`src/rtl/sixteen_to_four_encoder_if.sv`:
```
// Request/beat bundle for the 16-to-4 encoder: capture side (a/en/in_valid/in_ready)
// and emit side (out/out_valid/out_ready/out_last/out_zero).
interface sixteen_to_four_encoder_if;
    logic [15:0] a;
    logic        en;
    logic        in_valid;
    logic        in_ready;
    logic [3:0]  out;
    logic        out_valid;
    logic        out_ready;
    logic        out_last;
    logic        out_zero;

    // The encoder itself sits on the slave side.
    modport slave (
        input  a,
        input  en,
        input  in_valid,
        output in_ready,
        output out,
        output out_valid,
        input  out_ready,
        output out_last,
        output out_zero
    );

    modport master (
        output a,
        output en,
        output in_valid,
        input  in_ready,
        input  out,
        input  out_valid,
        output out_ready,
        input  out_last,
        input  out_zero
    );
endinterface

```
`src/rtl/sixteen_to_four_encoder.sv`:
```
// Captures a multi-hot 16-bit request vector and emits the index of each set bit
// as one beat per handshake, highest or lowest index first.
module sixteen_to_four_encoder #(
    parameter bit HIGH_FIRST = 1'b1
) (
    input  logic                        clk,
    input  logic                        rst,
    sixteen_to_four_encoder_if.slave    bus
);

    typedef enum logic {
        IDLE,
        EMIT
    } state_t;

    state_t      state;
    state_t      next_state;
    logic [15:0] pending;
    logic        zero_flag;
    logic [3:0]  sel_idx;
    logic        single_bit;
    logic        last_beat;
    logic        capture;
    logic        accept;

    // The later match in the scan wins, so scan direction picks service order.
    function automatic logic [3:0] pick_index(input logic [15:0] v);
        logic [3:0] idx;
        idx = 4'd0;
        if (HIGH_FIRST) begin
            for (int i = 0; i < 16; i++) begin
                if (v[i]) idx = 4'(i);
            end
        end else begin
            for (int i = 15; i >= 0; i--) begin
                if (v[i]) idx = 4'(i);
            end
        end
        return idx;
    endfunction

    assign sel_idx    = pick_index(pending);
    assign single_bit = (pending != 16'd0) && ((pending & (pending - 16'd1)) == 16'd0);
    assign last_beat  = zero_flag || single_bit;
    assign capture    = (state == IDLE) && bus.in_valid && bus.en;
    assign accept     = (state == EMIT) && bus.out_ready;

    always_ff @(posedge clk or posedge rst) begin
        if (rst) begin
            state <= IDLE;
        end else begin
            state <= next_state;
        end
    end

    always_comb begin
        next_state = state;
        case (state)
            IDLE:    if (capture) next_state = EMIT;
            EMIT:    if (accept && last_beat) next_state = IDLE;
            default: next_state = IDLE;
        endcase
    end

    // A zero vector leaves pending empty; the zero flag alone carries its single beat.
    always_ff @(posedge clk or posedge rst) begin
        if (rst) begin
            pending   <= 16'd0;
            zero_flag <= 1'b0;
        end else if (capture) begin
            pending   <= bus.a;
            zero_flag <= (bus.a == 16'd0);
        end else if (accept) begin
            if (last_beat) begin
                pending   <= 16'd0;
                zero_flag <= 1'b0;
            end else begin
                pending   <= pending & ~(16'd1 << sel_idx);
            end
        end
    end

    always_comb begin
        bus.in_ready  = (state == IDLE) && !rst;
        bus.out_valid = 1'b0;
        bus.out       = 4'd0;
        bus.out_last  = 1'b0;
        bus.out_zero  = 1'b0;
        if (state == EMIT) begin
            bus.out_valid = 1'b1;
            bus.out       = sel_idx;
            bus.out_last  = last_beat;
            bus.out_zero  = zero_flag;
        end
    end

endmodule

```
`src/flat_wrapper.sv`:
```
// flat-port wrapper written by rule: the top's interface ports become plain ports
module sixteen_to_four_encoder_flat 
#(
    parameter bit HIGH_FIRST = 1'b1
)
  (clk, rst, bus_a, bus_en, bus_in_valid, bus_in_ready, bus_out, bus_out_valid, bus_out_ready, bus_out_last, bus_out_zero);
  sixteen_to_four_encoder_if bus_i ();
  input  logic clk;
  input  logic rst;
  input wire logic [$bits(bus_i.a)-1:0] bus_a;
  input wire logic [$bits(bus_i.en)-1:0] bus_en;
  input wire logic [$bits(bus_i.in_valid)-1:0] bus_in_valid;
  output wire logic [$bits(bus_i.in_ready)-1:0] bus_in_ready;
  output wire logic [$bits(bus_i.out)-1:0] bus_out;
  output wire logic [$bits(bus_i.out_valid)-1:0] bus_out_valid;
  input wire logic [$bits(bus_i.out_ready)-1:0] bus_out_ready;
  output wire logic [$bits(bus_i.out_last)-1:0] bus_out_last;
  output wire logic [$bits(bus_i.out_zero)-1:0] bus_out_zero;
  assign bus_i.a = bus_a;
  assign bus_i.en = bus_en;
  assign bus_i.in_valid = bus_in_valid;
  assign bus_in_ready = bus_i.in_ready;
  assign bus_out = bus_i.out;
  assign bus_out_valid = bus_i.out_valid;
  assign bus_i.out_ready = bus_out_ready;
  assign bus_out_last = bus_i.out_last;
  assign bus_out_zero = bus_i.out_zero;
  sixteen_to_four_encoder #(.HIGH_FIRST(HIGH_FIRST)) u_core (.clk(clk), .rst(rst), .bus(bus_i));
endmodule
```
`config.mk`:
```
export PLATFORM = sky130hd
export DESIGN_NAME = sixteen_to_four_encoder_flat
export DESIGN_NICKNAME = d
export VERILOG_FILES = /design/src/rtl/sixteen_to_four_encoder_if.sv /design/src/rtl/sixteen_to_four_encoder.sv /design/src/flat_wrapper.sv
export SDC_FILE = /design/constraint.sdc
export NUM_CORES = 1
export LEC_CHECK = 0
export BUFFER_PORTS_ARGS = -buffer_cell sky130_fd_sc_hd__buf_2
export CORE_UTILIZATION = 35
export CTS_CLUSTER_SIZE = 12
export DETAILED_ROUTE_END_ITERATION = 8
export SKIP_LAST_GASP = 1
export SYNTH_ARGS = -nofsm -noshare
export SYNTH_HDL_FRONTEND = slang
export SYNTH_SLANG_ARGS = --single-unit
```
`constraint.sdc`:
```
create_clock -name clk -period 6.8 [get_ports clk]
set_input_delay 0.34 -clock clk [delete_from_list [all_inputs] [get_ports clk]]
set_output_delay 0.34 -clock clk [all_outputs]
set_load 0.01 [all_outputs]
```
== Word-level counts from Yosys, hierarchy flattened ==
Cells that the tools add are included.
Widths: inputs -> output; s select.

* Add/subtract/negate cells: 1
* Shift-type cells: 1
* Multiplexer cells: 28
* Bitwise operators: 4
* Reduce and logical (&&, ||, !) cells: 14

{| class="wikitable"
|+ Operators by type and width
! kind !! count
|-
| $mux 4 || 15
|-
| $mux 16 || 3
|-
| $and 16x16->16 || 2
|-
| $logic_not 16->1 || 2
|-
| $not 16->16 || 1
|-
| $reduce_bool 16->1 || 1
|-
| $shl 1x4->16 const A || 1
|-
| $sub 16x1->16 const B || 1
|-
| $mux 1 || 9
|-
| $logic_and 1x1->1 || 6
|-
| $reduce_bool 2->1 || 2
|-
| $pmux 1 s2 || 1
|-
| $reduce_and 2->1 || 1
|-
| $logic_not 1->1 || 1
|-
| $logic_or 1x1->1 || 1
|-
| $not 1->1 || 1
|}

* Register bits: 18
* Input bits: 21
* Output and inout port bits: 8

== Logic depth before layout (Yosys ltp) ==
* Depth in word-level cells: 21
* Depth in mapped cells: 6

== Worst setup path after synthesis ==
No wires, ideal clock.

* Path type: register to output
* Start: register u_core.pending[6]
* End: output bus_out_last
* Data arrival time: 2.167 ns
* Slack: 4.293 ns
* Cell stages (with the launch flop): 7
* Cells stage by stage: dfrtp_1 buf_2 or4_1 or4_1 a22o_1 nor3_1 a31o_1

* Word-level cells in the longest chain between the ends: 6
* Elaborated cells between the ends (all ways): 7
* Those cells by class: add/sub: 1; mux: 1; bitwise: 1; reduce/logical: 4

{| class="wikitable"
|+ Ends and longest elaborated chain
! element !! line !! source
|-
| start: declaration || sixteen_to_four_encoder.sv:18 || <nowiki>logic [15:0] pending;</nowiki>
|-
| start signal: assignment || sixteen_to_four_encoder.sv:71 || <nowiki>pending <= bus.a;</nowiki>
|-
| start signal: assignment || sixteen_to_four_encoder.sv:78 || <nowiki>pending <= pending & ~(16'd1 << sel_idx);</nowiki>
|-
| $sub 16x1->16 || sixteen_to_four_encoder.sv:43 || <nowiki>assign single_bit = (pending != 16'd0) && ((pending & (pending - 16'd1)) == 16'd0);</nowiki>
|-
| $and 16x16->16 || sixteen_to_four_encoder.sv:43 ||
|-
| $logic_not 16->1 || sixteen_to_four_encoder.sv:43 ||
|-
| $logic_and 1x1->1 * || sixteen_to_four_encoder.sv:43 ||
|-
| $logic_or 1x1->1 * || sixteen_to_four_encoder.sv:44 || <nowiki>assign last_beat = zero_flag || single_bit;</nowiki>
|-
| $mux 1 * || sixteen_to_four_encoder.sv:89 || <nowiki>if (state == EMIT) begin</nowiki>
|-
| end: declaration || flat_wrapper.sv:17 || <nowiki>output wire logic [$bits(bus_i.out_last)-1:0] bus_out_last;</nowiki>
|}

Every way passes the cells marked *; elsewhere a longest branch is shown, timed or not.

== Final worst setup path ==
* Start: register u_core.pending[2]
* End: output bus_out_last

Same word-level chain as after synthesis.

==> summary.md <==
The flow ran to the end, and the final reports show no timing, DRC or antenna violations. The clock network burns 9.0% of the power. Max-cap violations in this run came to 0.

Once detailed placement completed, the half-perimeter wirelength came to 3187 µm. The worst voltage drop across the vdd grid is 261.6 µV, and the worst relative slew slack is 42.15%. Internal power comes to 0.0004065 W. Commonest non-fill, non-tap cell in the layout: sky130_fd_sc_hd__buf_2. 0 antenna diodes ended up in the layout. The region available for standard cell placement spans 3744 µm².

The count of state elements after synthesis was 18. The fraction of power consumed by sequential logic was 26.4%; the first-pass detailed-route iteration total was 4. The area of placed instances was 1564 µm²; the DRC marker count from the first detailed-route iteration was 82. Yosys printed 0 warnings. The maximum level of the CTS H-tree is 1. The power per cell area was 541.3 nW/µm²; the die extent in y was 64.97 µm. The number of buffers on the longest clock path was 2; the maximum number of pins on one net before global-route repair was 22.

The synthesized area per cell came out at 7.624 µm². The synthesis-to-layout area growth is 15.69%. The tools report the maximum clock skew at final layout as 0.002410 ns. At the pin with the least slew margin, the transition time is 0.8598 ns. Hold is met by 0.2173 ns.

Number of I/O pins: 29. For the worst setup path, the data required time is 6.46 ns. Endpoint type of the worst setup path: a primary output. The worst path needs 3.079 ns of the cycle, external delays included. First-pass GRT wire length: 7134 µm. The combined global-route utilization of all metal layers is 22.71%. Setup repair after global routing left no endpoint under its margin. The worst register-to-register path has a depth of 5.

The logs give 0 for the final count of hold timing violations and 0 for the remaining design rule violation count. The clock reaches the later pin of the worst-skew pair after 0.26 ns. The post-layout net count came out at 227. The part of the total power dissipated in combinational logic was 64.6%; the initial antenna violation count was 0.

For this run, the register share of the synthesized area comes to 32.46%. After floorplanning, the core was divided into 22 placement rows. After clock tree synthesis, the setup repair step added 0 buffers. TritonCTS built the clock tree.

The startpoint-to-endpoint class of the critical path was flip-flop to primary output. The clock slew seen by the registers of the worst setup and hold paths came out at 0.07 ns. The run gives 0.0004624 W as the net switching component of the power. The number of nets in the synthesized netlist is 203.

Derived from the worst setup path, the maximum achievable clock frequency is 324.8 MHz. Clock tree synthesis selected as its root buffer the cell sky130_fd_sc_hd__clkbuf_8. The average wire per cell in the routed design came out at 17.27 µm. Setup violations remaining at the end of the flow were counted as 0.

The synthesized instance count was 182. Along the worst path, the maximum fanout reaches 8. The overflow left after global routing came out at 0. Net switching is 53.22% of the power.

The width of the chip was 64.97 µm. The tools report the count of antenna-violating nets left after detailed routing as 0. The netlist area before placement is 1388 µm². The number of gates given a new drive strength after cts is 0, and the total wire length after detailed routing is 4353 µm.

The final critical path takes up 45.28% of the cycle. In this run, CTS created clock tree buffers numbering 3. By area the synthesized netlist is led by sky130_fd_sc_hd__dfrtp_1 (32%), sky130_fd_sc_hd__a21oi_1 (6.5%), sky130_fd_sc_hd__nand2_1 (4.6%). The area of all placed cells without fillers was 1605 µm². The most instantiated flip-flop cell in the synthesis netlist was sky130_fd_sc_hd__dfrtp_1. The startpoint class of the critical path is a flip-flop.

Routability-driven placement finished with a final weighted congestion of 0.9456. The leakage power was 0.6937 nW. The count of clock tree sinks is 18. The classification of the worst-slack hold path was input pin to async pin. The total of buffers placed on input and output ports is 28, and the count of different cell masters after synthesis is 41.

The share of flip-flops with an asynchronous set or reset after synthesis is 100.0%, and the overall via count from detail_route is 1,526. The floorplan step defined a die boundary enclosing 4220 µm². The top cell type by total area after synthesis was sky130_fd_sc_hd__dfrtp_1. The synthesized design devotes to its leading area cell type 32.46% of total area. For the final routed database, the setup TNS stands at 0 ns.

The number of global-route vias before repair is 1,441. The synthesized design contains 0 enable-type register cells. Data on the critical path arrives at its endpoint at 2.74 ns.

The top cell types in the final layout, fill and taps aside, are sky130_fd_sc_hd__buf_2 (28), sky130_fd_sc_hd__a21oi_1 (18), sky130_fd_sc_hd__dfrtp_1 (18). The post-route netlist has 18.63% of its cells at a drive strength greater than 1. The via-per-instance ratio is 6.056, and the number of slew-limit violations in the final report is 0. The tools report the number of hold-repair buffers added at the cts stage as 0. The initial utilization of the core area, before any placement, comes to 37.07%.
power by group through the flow:
| stage | clock network (W) | registers, W | logic, W |
|---|---|---|---|
| 5_1_grt | 0.0000832 | 0.000240 | 0.000611 |
| 2_1_floorplan | 0 | 0.000181 | 0.000429 |
| 3_3_place_gp | 0 | 0.000230 | 0.000559 |
| 4_1_cts | 0.0000787 | 0.000227 | 0.000556 |
| 3_5_place_dp | 0 | 0.000229 | 0.000552 |
| 6_report | 0.0000779 | 0.000229 | 0.000562 |
area by class of cell:
cell class,instances,area [µm²]
inverters,7,26.28
flip-flops and latches,18,450.4
repair buffers,31,162.7
multi-input cells,145,864.6
well taps,48,60.06
fillers,407,2138
clock buffers,3,41.29
cell usage after synthesis (all sizes together), types with 5 or more instances:
cell type,n
a21oi,18
o31ai,5
and3,8
o21ai,18
nand3,6
nor3,9
nor4,8
inv,7
nand2,17
clkbuf,11
a211oi,6
dfrtp,18
nor2,10
sequential cells by signal, indices dropped and copies added (netlist names):
name	cells
u_core.state	1
u_core.zero_flag	1
u_core.pending	16
per-layer routing:
layer | share of wire [%] | global-route usage, % | vias to the layer above
met3 | 7.3 | 2.817 | 7
met1 | 45 | 30.48 | 701
met2 | 45 | 36.33 | 77
met5 | 0 | 0 | -
li1 | - | - | 741
met4 | 1.8 | 9.722 | 0
worst max-delay path, stage by stage, from the launching register on:
cell,delay [ns]
sky130_fd_sc_hd__dfrtp_1,0.44
sky130_fd_sc_hd__or4_1,0.61
sky130_fd_sc_hd__or4_1,0.52
sky130_fd_sc_hd__a22o_1,0.29
sky130_fd_sc_hd__nor3_1,0.31
sky130_fd_sc_hd__a31o_1,0.18
sky130_fd_sc_hd__buf_2,0.12
through the flow:
| stage | utilization [%] | setup WS, ns | std cells | power [W] |
|---|---|---|---|---|
| 6_report | 42.88 | 3.721 | 252 | 0.0008689 |
| 3_3_place_gp | 41.78 | 4.053 | 249 | 0.0007887 |
| 5_1_grt | 42.88 | 3.647 | 252 | 0.0009345 |
| 2_1_floorplan | - | 4.293 | 182 | 0.0006104 |
| 3_5_place_dp | 41.78 | 4.009 | 249 | 0.0007805 |
| 4_1_cts | 42.88 | 3.734 | 252 | 0.0008611 |
cells by family after synthesis:
| kind of cell | share of synthesized area [%] |
|---|---|
| AO/OA/AOI/OAI | 32.91 |
| AND/OR/NAND/NOR | 28.68 |
| buffers and inverters | 5.230 |
| adder cells (fa/ha/maj) | 0.7214 |
| flip-flops | 32.46 |
worst paths after layout:
check | slack (ns) | to | start
min in group clk | 0.32 | u_core.pending[2]$_DFFE_PP0P_ | bus_a[2]
worst min register to register | 0.54 | u_core.pending[6]$_DFFE_PP0P_ | u_core.zero_flag$_DFFE_PP0P_
worst min-delay path | 0.22 | u_core.state$_DFF_PP0_ | rst
worst max-delay path | 3.72 | bus_out_last | u_core.pending[2]$_DFFE_PP0P_
max in group asynchronous | 6.10 | u_core.pending[11]$_DFFE_PP0P_ | rst
worst max register to register | 3.97 | u_core.pending[11]$_DFFE_PP0P_ | u_core.pending[2]$_DFFE_PP0P_
No activity file was read; power rests on OpenSTA's default activity.
